<file path="config.mk">
export PLATFORM = sky130hd
export DESIGN_NAME = ps2_rx
export DESIGN_NICKNAME = d
export VERILOG_FILES = /design/src/rtl/ps2_pkg.sv /design/src/rtl/ps2_code_fifo.sv /design/src/rtl/ps2_rx.sv
export SDC_FILE = /design/constraint.sdc
export NUM_CORES = 1
export LEC_CHECK = 0
export CAP_MARGIN = 5
export CORE_MARGIN = 2
export CORE_UTILIZATION = 27
export CTS_CLUSTER_DIAMETER = 50
export DETAILED_ROUTE_END_ITERATION = 6
export GPL_TIMING_DRIVEN = 0
export HOLD_SLACK_MARGIN = 0.02
export PLACE_DENSITY_LB_ADDON = 0.2
export RECOVER_POWER = 50
export SLEW_MARGIN = 15
export SYNTH_ARGS = -nofsm -noshare
export SYNTH_HDL_FRONTEND = slang
export SYNTH_HIERARCHICAL = 1
export SYNTH_SLANG_ARGS = --single-unit
</file>
<file path="constraint.sdc">
create_clock -name CLOCK_50 -period 5.1 [get_ports CLOCK_50]
set_input_delay 0.765 -clock CLOCK_50 [delete_from_list [all_inputs] [get_ports CLOCK_50]]
set_output_delay 0.765 -clock CLOCK_50 [all_outputs]
set_load 0.01 [all_outputs]
</file>
<file path="src/rtl/ps2_pkg.sv">
// Shared types and constants for the PS/2 receive path.
package ps2_pkg;

  typedef enum logic [1:0] {
    ST_IDLE   = 2'd0,
    ST_DATA   = 2'd1,
    ST_PARITY = 2'd2,
    ST_STOP   = 2'd3
  } rx_state_t;

  localparam logic [7:0] PS2_EXT        = 8'hE0;
  localparam logic [7:0] PS2_BRK        = 8'hF0;
  localparam int         PS2_FRAME_BITS = 11;

  typedef struct packed {
    logic       ext;
    logic       brk;
    logic [7:0] code;
  } ps2_code_t;

  // PS/2 frames use odd parity over the eight data bits plus the parity bit.
  function automatic logic odd_parity_ok(input logic [7:0] data, input logic par);
    return ^{data, par};
  endfunction

endpackage

</file>
<file path="src/rtl/ps2_code_fifo.sv">
// First-word-fall-through FIFO with occupancy and a sticky overflow flag.
module ps2_code_fifo #(
  parameter int WIDTH = 10,
  parameter int DEPTH = 16
) (
  input  logic                     clk_i,
  input  logic                     rst_ni,
  input  logic                     push_i,
  input  logic [WIDTH-1:0]         push_data_i,
  input  logic                     pop_i,
  input  logic                     ovf_clr_i,
  output logic                     rd_valid_o,
  output logic [WIDTH-1:0]         rd_data_o,
  output logic [$clog2(DEPTH):0]   level_o,
  output logic                     overflow_o
);

  localparam int              AW       = $clog2(DEPTH);
  localparam int              LW       = AW + 1;
  localparam logic [LW-1:0]   FULL_LVL = LW'(DEPTH);

  logic [DEPTH-1:0][WIDTH-1:0] mem_q;
  logic [AW-1:0]               wr_ptr_q, rd_ptr_q;
  logic [LW-1:0]               level_q;
  logic                        overflow_q;
  logic                        empty_s, full_s, pop_s, push_s, drop_s;

  // A pop frees a slot in the same cycle, so a full FIFO still accepts a concurrent push.
  always_comb begin
    empty_s = (level_q == '0);
    full_s  = (level_q == FULL_LVL);
    pop_s   = pop_i && !empty_s;
    push_s  = push_i && (!full_s || pop_s);
    drop_s  = push_i && full_s && !pop_s;
  end

  always_ff @(posedge clk_i or negedge rst_ni) begin
    if (!rst_ni) begin
      mem_q      <= '0;
      wr_ptr_q   <= '0;
      rd_ptr_q   <= '0;
      level_q    <= '0;
      overflow_q <= 1'b0;
    end else begin
      if (push_s) begin
        mem_q[wr_ptr_q] <= push_data_i;
        wr_ptr_q        <= wr_ptr_q + 1'b1;
      end
      if (pop_s) begin
        rd_ptr_q <= rd_ptr_q + 1'b1;
      end
      case ({push_s, pop_s})
        2'b10:   level_q <= level_q + 1'b1;
        2'b01:   level_q <= level_q - 1'b1;
        default: level_q <= level_q;
      endcase
      if (drop_s) begin
        overflow_q <= 1'b1;
      end else if (ovf_clr_i) begin
        overflow_q <= 1'b0;
      end
    end
  end

  assign rd_valid_o = !empty_s;
  assign rd_data_o  = mem_q[rd_ptr_q];
  assign level_o    = level_q;
  assign overflow_o = overflow_q;

endmodule

</file>
<file path="src/rtl/ps2_rx.sv">
// PS/2 device-to-host receiver: pin conditioning, frame FSM with watchdog,
// optional E0/F0 prefix folding and a code FIFO.
module ps2_rx
  import ps2_pkg::*;
#(
  parameter int SYNC_STAGES = 2,
  parameter int FILTER_LEN  = 8,
  parameter int TIMEOUT_CYC = 100000,
  parameter int DEPTH       = 16,
  parameter int DECODE      = 1
) (
  input  logic                   CLOCK_50,
  input  logic                   RESET_N,
  input  logic                   PS2_CLK,
  input  logic                   PS2_DAT,
  input  logic                   rd_en,
  input  logic                   ovf_clr,
  output logic                   rd_valid,
  output logic [9:0]             rd_data,
  output logic [$clog2(DEPTH):0] level,
  output logic                   overflow,
  output logic                   err_parity,
  output logic                   err_frame,
  output logic                   err_timeout,
  output logic [7:0]             err_cnt,
  output logic                   busy
);

  localparam int             FCW     = $clog2(FILTER_LEN + 1);
  localparam logic [FCW-1:0] FC_LAST = FCW'(FILTER_LEN - 1);
  localparam int             WDW     = $clog2(TIMEOUT_CYC + 1);
  localparam logic [WDW-1:0] WD_MAX  = WDW'(TIMEOUT_CYC);

  // Line index 0 is PS2_CLK, index 1 is PS2_DAT.
  logic [1:0][SYNC_STAGES-1:0] sync_q;
  logic [1:0][FCW-1:0]         fcnt_q;
  logic [1:0]                  filt_q;
  logic                        clk_prev_q;
  logic [1:0]                  pin_s;
  logic                        strobe_s, dat_s;

  assign pin_s = {PS2_DAT, PS2_CLK};

  always_ff @(posedge CLOCK_50 or negedge RESET_N) begin
    if (!RESET_N) begin
      sync_q     <= '1;
      fcnt_q     <= '0;
      filt_q     <= 2'b11;
      clk_prev_q <= 1'b1;
    end else begin
      clk_prev_q <= filt_q[0];
      for (int i = 0; i < 2; i++) begin
        sync_q[i] <= {sync_q[i][SYNC_STAGES-2:0], pin_s[i]};
        // The filtered level only flips after FILTER_LEN consecutive disagreeing samples.
        if (sync_q[i][SYNC_STAGES-1] == filt_q[i]) begin
          fcnt_q[i] <= '0;
        end else if (fcnt_q[i] == FC_LAST) begin
          filt_q[i] <= sync_q[i][SYNC_STAGES-1];
          fcnt_q[i] <= '0;
        end else begin
          fcnt_q[i] <= fcnt_q[i] + 1'b1;
        end
      end
    end
  end

  assign strobe_s = clk_prev_q & ~filt_q[0];
  assign dat_s    = filt_q[1];

  rx_state_t      state_q, state_d;
  logic [2:0]     bit_cnt_q, bit_cnt_d;
  logic [7:0]     shift_q, shift_d;
  logic           par_q, par_d;
  logic [WDW-1:0] wd_q, wd_d;
  logic           valid_s, perr_s, ferr_s, terr_s;

  always_comb begin
    state_d   = state_q;
    bit_cnt_d = bit_cnt_q;
    shift_d   = shift_q;
    par_d     = par_q;
    valid_s   = 1'b0;
    perr_s    = 1'b0;
    ferr_s    = 1'b0;
    terr_s    = 1'b0;
    wd_d      = (state_q == ST_IDLE || strobe_s) ? '0 : wd_q + 1'b1;
    if (state_q != ST_IDLE && wd_q == WD_MAX) begin
      state_d = ST_IDLE;
      terr_s  = 1'b1;
      wd_d    = '0;
    end else if (strobe_s) begin
      case (state_q)
        ST_IDLE: begin
          if (!dat_s) begin
            state_d   = ST_DATA;
            bit_cnt_d = 3'd0;
          end else begin
            state_d = ST_IDLE;
          end
        end
        ST_DATA: begin
          shift_d   = {dat_s, shift_q[7:1]};
          bit_cnt_d = bit_cnt_q + 3'd1;
          state_d   = (bit_cnt_q == 3'd7) ? ST_PARITY : ST_DATA;
        end
        ST_PARITY: begin
          par_d   = dat_s;
          state_d = ST_STOP;
        end
        ST_STOP: begin
          state_d = ST_IDLE;
          if (!dat_s) begin
            ferr_s = 1'b1;
          end else if (!odd_parity_ok(shift_q, par_q)) begin
            perr_s = 1'b1;
          end else begin
            valid_s = 1'b1;
          end
        end
        default: state_d = ST_IDLE;
      endcase
    end else begin
      state_d = state_q;
    end
  end

  logic      ext_q, ext_d, brk_q, brk_d, push_q, push_d;
  ps2_code_t code_q, code_d;
  logic      err_any_s;

  assign err_any_s = perr_s | ferr_s | terr_s;

  // Prefix bytes only arm flags; any error discards a half-assembled sequence.
  always_comb begin
    ext_d  = ext_q;
    brk_d  = brk_q;
    push_d = 1'b0;
    code_d = code_q;
    if (err_any_s) begin
      ext_d = 1'b0;
      brk_d = 1'b0;
    end else if (valid_s) begin
      if (DECODE != 0 && shift_q == PS2_EXT) begin
        ext_d = 1'b1;
      end else if (DECODE != 0 && shift_q == PS2_BRK) begin
        brk_d = 1'b1;
      end else begin
        push_d = 1'b1;
        code_d = '{ext: ext_q, brk: brk_q, code: shift_q};
        ext_d  = 1'b0;
        brk_d  = 1'b0;
      end
    end else begin
      push_d = 1'b0;
    end
  end

  always_ff @(posedge CLOCK_50 or negedge RESET_N) begin
    if (!RESET_N) begin
      state_q     <= ST_IDLE;
      bit_cnt_q   <= 3'd0;
      shift_q     <= 8'h00;
      par_q       <= 1'b0;
      wd_q        <= '0;
      ext_q       <= 1'b0;
      brk_q       <= 1'b0;
      push_q      <= 1'b0;
      code_q      <= '0;
      err_parity  <= 1'b0;
      err_frame   <= 1'b0;
      err_timeout <= 1'b0;
      err_cnt     <= 8'd0;
    end else begin
      state_q     <= state_d;
      bit_cnt_q   <= bit_cnt_d;
      shift_q     <= shift_d;
      par_q       <= par_d;
      wd_q        <= wd_d;
      ext_q       <= ext_d;
      brk_q       <= brk_d;
      push_q      <= push_d;
      code_q      <= code_d;
      err_parity  <= perr_s;
      err_frame   <= ferr_s;
      err_timeout <= terr_s;
      if (err_any_s && err_cnt != 8'hFF) begin
        err_cnt <= err_cnt + 8'd1;
      end else begin
        err_cnt <= err_cnt;
      end
    end
  end

  assign busy = (state_q != ST_IDLE);

  ps2_code_fifo #(
    .WIDTH(10),
    .DEPTH(DEPTH)
  ) u_fifo (
    .clk_i      (CLOCK_50),
    .rst_ni     (RESET_N),
    .push_i     (push_q),
    .push_data_i(code_q),
    .pop_i      (rd_en),
    .ovf_clr_i  (ovf_clr),
    .rd_valid_o (rd_valid),
    .rd_data_o  (rd_data),
    .level_o    (level),
    .overflow_o (overflow)
  );

endmodule

</file>
## Yosys cells after proc, flatten, opt, wreduce, memory -nomap -nowiden

Index checks and enable logic that the tools add are counted.

| cells by class | value |
|---|---|
| add/subtract/negate cells | 9 |
| muxes and demuxes | 48 |
| shift-type cells | 0 |
| $lt $le $gt $ge | 3 |
| divide/modulo/power cells | 0 |
| multiply operators | 0 |
| equal/unequal tests | 18 |
| bitwise logic cells | 10 |
| reduce and logical (&&, ||, !) cells | 29 |

Operators by type and width:

| cell | number |
|---|---|
| bitwise mux 160 bit | 1 |
| binary-select mux 10 bit (select 4 bit) | 1 |
| demux 10 bit (select 4 bit) | 1 |
| 2-to-1 mux 17 bit | 2 |
| 2-to-1 mux 1 bit | 30 |
| 2-to-1 mux 10 bit | 2 |
| adder 17 x 1 -> 17 bit (second input constant) | 1 |
| equality test 17 bit (second input constant) | 1 |
| adder 4 x 1 -> 4 bit (second input constant) | 4 |
| equality test 8 bit (second input constant) | 2 |
| 2-to-1 mux 4 bit | 4 |
| nonzero test 2 bit | 6 |
| less-than comparator 4 x 5 -> 1 bit (second input constant) | 2 |
| case mux 5 bit (2 select lines) | 1 |
| parity 9 bit | 1 |
| adder 8 x 1 -> 8 bit (second input constant) | 1 |
| equality test 4 x 3 -> 1 bit (second input constant) | 2 |
| != test 8 bit (second input constant) | 1 |
| case mux 2 bit (4 select lines) | 1 |
| AND reduction 2 bit | 4 |
| AND reduction 4 bit | 2 |
| logical AND 1 bit | 7 |
| NOT 1 bit | 7 |
| equality test 2 bit (second input constant) | 3 |
| other kinds (20) | 30 |

| word-level totals | value |
|---|---|
| ROM bits | 0 |
| RAM bits | 0 |
| logic and storage cells | 159 |
| bits in registers | 244 |
| output and inout port bits | 29 |
| memories kept | 0 |
| bits in latches | 0 |

## Logic depth before layout (Yosys ltp)

Gate-level depths: netlist of the first run.

| depth | value |
|---|---|
| word-level depth | 10 |
| depth in mapped cells | 14 |
| gate-level depth less buffers | 10 |

## Hierarchy

The synthesis of the first run kept the hierarchy.

By module, submodules not included:

| module | area each (sq um) | cells an instance | sequential area each (sq um) | instances |
|---|---|---|---|---|
| ps2_code_fifo | 8140.3 | 561 | 4354.2 | 1 |
| ps2_rx | 3190.6 | 282 | 1760.4 | 1 |

## Least setup slack after synthesis of the first run

No wires, ideal clock.

| timing path | value |
|---|---|
| path type | reg2reg |
| start | register u_fifo.level_q[2] (netlist: u_fifo/level_o[2]) |
| end | register u_fifo.level_q[4] (netlist: u_fifo/level_o[4]) |
| stages on the path, launching flop included | 14 |
| arrival | 2.872 ns |
| required time | 5.020 ns |
| path slack | 2.148 ns |
| period minus slack after synthesis | 2.952 ns |
| setup time | 0.080 ns |
| path through | dfrtp_1 > buf_2 > nor4_2 > and3_1 > buf_4 > buf_6 > nand2b_1 > ha_1 > clkbuf_1 > xor2_1 > ha_1 > a211oi_1 > nor4_1 > xnor2_1 |

| on the way | value |
|---|---|
| word-level cells in the longest chain between the ends | 7 |
| elaborated cells on any way between the ends | 13 |
| those cells by class | add/sub (2); eq/ne (3); mux (1); reduce/logical (7) |

Ends and longest elaborated chain:

| item | RTL line | RTL |
|---|---|---|
| start, declared | ps2_code_fifo.sv:24 | `logic [LW-1:0] level_q;` |
| start signal, assigned | ps2_code_fifo.sv:53 | `2'b10: level_q <= level_q + 1'b1;` |
| start signal, assigned | ps2_code_fifo.sv:54 | `2'b01: level_q <= level_q - 1'b1;` |
| start signal, assigned | ps2_code_fifo.sv:55 | `default: level_q <= level_q;` |
| logical NOT 5 bit | ps2_code_fifo.sv:30 | `empty_s = (level_q == '0);` |
| logical NOT 1 bit | ps2_code_fifo.sv:32 | `pop_s = pop_i && !empty_s;` |
| logical AND 1 bit | ps2_code_fifo.sv:32 |  |
| logical OR 1 bit | ps2_code_fifo.sv:33 | `push_s = push_i && (!full_s \|\| pop_s);` |
| logical AND 1 bit | ps2_code_fifo.sv:33 |  |
| equality test 2 x 1 -> 1 bit or equality test 2 bit (tied branches) | ps2_code_fifo.sv:52 | `case ({push_s, pop_s})` |
| case mux 5 bit (2 select lines) or nonzero test 2 bit (tied branches) | - |  |

Parallel ways exist; a longest one is shown, timed or not.
A chain may end at the register's enable or synchronous reset.

## Final worst setup path of the first run

| timing path | value |
|---|---|
| start | register u_fifo.rd_ptr_q[0] |
| end | output port rd_data[9] |

| on the way | value |
|---|---|
| word-level cells in the longest chain between the ends | 2 |

Ends and longest elaborated chain:

| item | RTL line | RTL |
|---|---|---|
| start, declared | ps2_code_fifo.sv:23 | `logic [AW-1:0] wr_ptr_q, rd_ptr_q;` |
| start signal, assigned | ps2_code_fifo.sv:50 | `rd_ptr_q <= rd_ptr_q + 1'b1;` |
| binary-select mux 10 bit (select 4 bit) | ps2_code_fifo.sv:66 | `assign rd_data_o = mem_q[rd_ptr_q];` |
| 2-to-1 mux 10 bit (not written as such) | ps2_code_fifo.sv:66 |  |
| end, declared | ps2_rx.sv:19 | `output logic [9:0] rd_data,` |

Every way passes these cells. The select of a mux whose other input is x is not followed.

==> impl_metrics.json, run 1 <==
{
  "drcViolationCount": 0,
  "final_core_utilization_pct": 32.6,
  "diodes": 0,
  "post_cts_resized": 0,
  "antenna_found_initial": 0,
  "hold_class": "flop to flop",
  "finalWorstPathRequiredPeriod_ns": 4.08,
  "status": "finished with violations",
  "worstPathArrival_ns": 3.32,
  "cts_tree": "done",
  "cts_hold_buf": 0,
  "start_util_pct": 27.2,
  "drt_iter0_markers": 337,
  "ys_seq_elements": 244,
  "clkLatencyLatePin_ns": 0.51,
  "cp-start-kind": "flop",
  "powerDensity_nw_per_um2": 440,
  "fmax_mhz": 245,
  "final_nets": 936,
  "final-seq-area_um2": 6110,
  "cp.required_ns": 4.34,
  "avgSynthCellArea_um2": 13.4,
  "yosys_warnings": 6,
  "wl_um": 26300,
  "gp_congestion": 0.718,
  "timing.slew.headroom_pct": -149,
  "post_cts_buffers": 0,
  "netlist.area_leader.share_pct": 52.3,
  "cts_buffers": 34,
  "syn_inst": 843,
  "slew_viol_final": 73,
  "netlist_top_cells_count": "dfrtp_1 (237), mux2_2 (179), mux2i_1 (40), nand2_1 (39), nor2_1 (37)",
  "grt_overflow": 0,
  "rows": 75,
  "chipHeight_um": 209,
  "avgViaCountPerCell": 4.66,
  "violations": "max-capacitance violations, max-slew violations",
  "ys_seq_area_share_pct": 54.0,
  "cts_buffer_depth": 3,
  "fp.dieW_um": 209,
  "synth_edf_count": 0,
  "grt_pass1_wl_um": 42800,
  "multiInputGateArea_um2": 4950,
  "synth.net_count": 864,
  "ys.flop_type": "dfrtp_1",
  "crit_fanout": 10,
  "gr-usage-all-layers_pct": 12.5,
  "port_buffers": 34,
  "cts_sinks": 244,
  "area_growth_pct": 20.0,
  "path_clk_slew_ns": 0.05,
  "fin_crit_sh_pct": 80.0,
  "synthesis.area_um2": 11300,
  "grt_pass1_vias": 7303,
  "htreeDepth": 2,
  "hpwl_um": 17400,
  "async_reset_ff_share_pct": 100,
  "synthTopCellsByArea": "dfrtp_1 (52%), mux2_2 (18%), mux4_2 (4.0%)",
  "rsz0062_at_grt": "false",
  "finalSetupViolCount": 0,
  "yosysTopAreaCell": "dfrtp_1",
  "power.total_mw": 5.98,
  "first_pass_iters": 5,
  "core-area_um2": 41700,
  "fin_skew_ns": 0.0103,
  "synth.distinct_cells": 54,
  "fp.dieArea_um2": 43600,
  "cp-end-kind": "primary output",
  "max_slew.worst_pin.slew_ns": 3.73,
  "num_io_pins": 35,
  "max-cap-violations": 1,
  "ant_nets": 0,
  "hold_viol_final": 0,
  "final.fill_count": 4217,
  "drive_gt1_share_pct": 31.6,
  "root_buffer": "clkbuf_16",
  "synth_most_common_cell": "dfrtp_1",
  "routedWlPerCell_um": 17.8,
  "crit_type": "flop to primary output",
  "irDropWorstVdd_mv": 0.282,
  "grt_max_degree": 96,
  "num_vias": 6885,
  "leakage_nw": 6.25
}
## final timing paths
check / endpoint / slack (ns) / cells past startpoint / startpoint
max: rd_data[9] / 1.02 / 7 / u_fifo/rd_ptr_q[0]
min: sync_q[3] / 0.36 / 0 / sync_q[2]
max reg2reg: u_fifo/level_o[4] / 1.80 / 13 / u_fifo/level_o[2]
min reg2reg: sync_q[3] / 0.36 / 0 / sync_q[2]
max in group asynchronous: u_fifo/mem_q[146] / 1.24 / 1 / RESET_N
min in group asynchronous: u_fifo/mem_q[18] / 1.76 / 1 / RESET_N
## worst max-delay path, stage by stage, from the launching register on
cell	delay (ns)
dfrtp_1	0.35
clkbuf_1	0.37
buf_2	0.45
mux2i_1	0.14
a221oi_1	0.66
o21ai_0	0.16
nand2_1	0.14
clkdlybuf4s50_1	0.54
## metrics by stage
| step | hold WS [ns] | worst slack [ns] | setup TNS, ns | std cells | area, µm² |
|---|---|---|---|---|---|
| 2_1_floorplan | 0.345 | 2.15 | 0 | 843 | 11300 |
| 3_3_place_gp | 0.346 | -8.00 | -1921.55 | 1416 | 12300 |
| 3_5_place_dp | 0.349 | 1.52 | 0 | 1418 | 12400 |
| 4_1_cts | 0.251 | 0.957 | 0 | 1479 | 13600 |
| 5_1_grt | 0.363 | 0.381 | 0 | 1479 | 13600 |
| 6_report | 0.356 | 1.02 | 0 | 1479 | 13600 |
## kinds of logic (layout without fill, tap and decap cells)
family | after synthesis | in the layout | share of synthesized area [%]
flops | 244 | 244 | 54.0
simple gates | 165 | 165 | 8.15
xor+xnor | 34 | 34 | 2.88
compound gates | 79 | 79 | 5.01
mux | 246 | 246 | 26.0
buf+inv | 60 | 157 | 2.34
fa+ha+maj | 15 | 15 | 1.66
## report_power, final
| part | switching [mW] | leakage [nW] | total [mW] | internal (mW) |
|---|---|---|---|---|
| logic | 0.812 | 2.31 | 1.36 | 0.547 |
| registers | 0.0945 | 3.35 | 2.14 | 2.04 |
| clock network | 0.889 | 0.591 | 2.48 | 1.60 |
| total | 1.80 | 6.25 | 5.98 | 4.18 |
## registers in the layout (all words and copies together) (netlist names), 5 cells and up
signal          count
u_fifo/mem_q      160
wd_q               17
code_q             10
err_cnt             8
fcnt_q              8
shift_q             8
u_fifo/level_o      5
## cell usage in the layout (no fill, tap or decap), types with 13 or more instances in the layout
cell type	synthesis	routed
a221oi_1	20	20
buf_2	17	16
clkbuf_1	23	29
clkbuf_16	0	37
clkdlybuf4s50_1	0	31
dfrtp_1	237	237
ha_1	15	15
inv_1	15	15
mux2_2	179	179
mux2i_1	40	40
mux4_2	20	20
nand2_1	39	39
nand3_1	15	15
nor2_1	37	37
nor3_1	16	16
o21ai_0	21	21
xnor2_1	13	13
xor2_1	19	19
## metal layers
| metal | track usage, % | vias up | part of all wire, % |
|---|---|---|---|
| li1 | - | 3221 | - |
| met1 | 17.2 | 3527 | 49 |
| met2 | 19.5 | 99 | 45 |
| met3 | 2.98 | 38 | 4.3 |
| met4 | 3.87 | 0 | 2.1 |
| met5 | 0 | - | 0 |
## final cells by class
cell class	instances	share of cell area [%]
clock buffer	47	7.45
multi-input combinational	539	36.4
sequential	244	45.0
buffer	44	1.50
timing repair buffer	36	2.91
inverter	16	0.442
tap	539	4.96
clock inverter	14	1.35
No activity file was read; power rests on OpenSTA's default activity.
==> run 2, diff against run 1 <==
clock period = 3.5 ns   (was 5.1 ns; I/O delays follow)
==> run 2 against run 1 <==
The run still ends with max-capacitance violations, max-slew violations left. Hold slack barely moved. Setup slack got worse by 0.92 ns. Sequential share of layout area is 0.36 points lower. Clock power increased by 46%. Combinational power up 54%. Global-route usage is essentially flat. Clock-buffer cell count unchanged. Utilization is 0.27 points higher. Sequential cell count did not move. Via count up 0.62%. Critical path type unchanged. Largest cell class unchanged. Highest routed layer unchanged.
==> impl_metrics.json, run 2 (synthesis results as in run 1) <==
{
  "dpl_cell_area_um2": 12400,
  "cts_sinks": 244,
  "cts_tree": "done",
  "grt_pass1_vias": 7305,
  "final_area_um2": 13700,
  "cts_buffers": 34,
  "wl_um": 26400,
  "final.fill_count": 4207,
  "slowest_stage": "a221oi_1",
  "area_growth_pct": 21.0,
  "leakage_nw": 6.29,
  "crit_path_max_incr_delay_ns": 0.57,
  "chipHeight_um": 209,
  "rr_endpoint": "u_fifo/level_o[4]",
  "max_slew.worst_pin.slew_ns": 1.95,
  "largest_reg_flops": 160,
  "multiInputGateArea_um2": 5060,
  "drive_gt1_share_pct": 33.4,
  "top_regs": "u_fifo/mem_q (160), wd_q (17), code_q (10)",
  "worstPathArrival_ns": 2.88,
  "first_pass_iters": 4,
  "diodes": 0,
  "fin_skew_ns": 0.00943,
  "gp_congestion": 0.718,
  "hold_class": "flop to flop",
  "crit_type": "flop to primary output",
  "hold_viol_final": 0,
  "status": "finished with violations",
  "finalWorstPathRequiredPeriod_ns": 3.40,
  "num_io_pins": 35,
  "antenna_found_initial": 0,
  "core-area_um2": 41700,
  "crit_family": "buffers and inverters",
  "critical_path.startpoint": "u_fifo/rd_ptr_q[3]",
  "rsz0062_at_grt": "true",
  "reg2reg_depth": 13,
  "irDropWorstVdd_mv": 0.421,
  "top_register": "u_fifo/mem_q",
  "cp-end-kind": "primary output",
  "htreeDepth": 2,
  "fp.dieArea_um2": 43600,
  "final_core_utilization_pct": 32.9,
  "drt_iter0_markers": 361,
  "slew_viol_final": 74,
  "finalSetupViolCount": 0,
  "min_from": "sync_q[2]",
  "num_vias": 6928,
  "routedWlPerCell_um": 17.8,
  "r2r_start": "u_fifo/level_o[2]",
  "root_buffer": "clkbuf_16",
  "setup.worst_path.end": "rd_data[3]",
  "powerDensity_nw_per_um2": 646,
  "final_common_cell": "dfrtp_1",
  "whs_ns": 0.356,
  "clkLatencyLatePin_ns": 0.51,
  "port_buffers": 34,
  "gr-usage-all-layers_pct": 12.5,
  "final-seq-area_um2": 6120,
  "drcViolationCount": 0,
  "crit_fanout": 10,
  "fmax_mhz": 294,
  "max-cap-violations": 1,
  "ant_nets": 0,
  "grt_overflow": 0,
  "rows": 75,
  "crit_buf_inv": 2,
  "pre_cts_ws_ns": 0.157,
  "grt_max_degree": 96,
  "cp.required_ns": 2.97,
  "start_util_pct": 27.2,
  "fin_ws_ns": 0.0992,
  "timing.slew.headroom_pct": -30.1,
  "violations": "max-capacitance violations, max-slew violations",
  "fp.dieW_um": 209,
  "cp-start-kind": "flop",
  "crit_chain": "clkinv_1, a221oi_1, o21ai_0, nand2_1, clkdlybuf4s50_1",
  "fin_crit_sh_pct": 97.2,
  "path_clk_slew_ns": 0.05,
  "rrSetupSlack_ns": 0.30,
  "cts_buffer_depth": 3,
  "final_nets": 936,
  "hpwl_um": 17400,
  "worstSetupPathDepth": 5,
  "final_cell_mix": "dfrtp_1 (236), mux2_2 (179), mux2i_1 (40), nand2_1 (39)",
  "avgViaCountPerCell": 4.68,
  "grt_pass1_wl_um": 42900
}
[run 2: cell types whose count changed in the layout (fill, tap and decap cells not counted), sizes merged]
cell and change:
clkdlybuf4s25 -1, dlygate4sd3 +1
[run 2: power breakdown]
part	internal (mW)	switching, mW	total [mW]	leakage (nW)
clock	2.33	1.30	3.62	0.591
sequential	2.98	0.162	3.14	3.35
combinational	0.865	1.23	2.09	2.35
total	6.17	2.69	8.85	6.29
[run 2: how the worst min path moves through the flow]
| stage | to | slack (ns) | cells past startpoint |
|---|---|---|---|
| 2_1_floorplan | bit_cnt_q[0] | 0.23 | 0 |
| 3_3_place_gp | sync_q[1] | 0.35 | 0 |
| 6_report | sync_q[3] | 0.36 | 0 |
| 3_5_place_dp | sync_q[3] | 0.35 | 0 |
| 5_1_grt | sync_q[3] | 0.36 | 0 |
| 4_1_cts | sync_q[3] | 0.36 | 0 |
[run 2: per-layer routing]
layer / track usage (%) / wire (µm)
met5: 0 / 0
met4: 3.87 / 515
met3: 2.98 / 1310
met2: 19.5 / 11800
met1: 17.3 / 12700
[run 2: cell type report]
cell class	instances	area share (%)
clock inverter	14	1.34
multi-input combinational	539	36.9
sequential	244	44.6
timing repair buffer	37	2.80
buffer	43	1.60
inverter	16	0.438
tap	539	4.92
clock buffer	47	7.39
[run 2: timing repair]
item                       CTS  global route
hold endpoints to repair    14             0
resized for setup           12            20
setup endpoints to repair   10            12
pin swaps                    0             0
buffers inserted             0             0
hold buffers                 1             0
[run 2: through the flow]
step / instances / power, mW / TNS (ns)
finish: 1479 / 8.85 / 0
CTS: 1479 / 8.93 / -0.0485
global placement: 1416 / 5.19 / -2253.39
detailed placement: 1418 / 5.19 / 0
floorplan: 843 / 4.34 / 0
global route: 1479 / 9.32 / -0.180
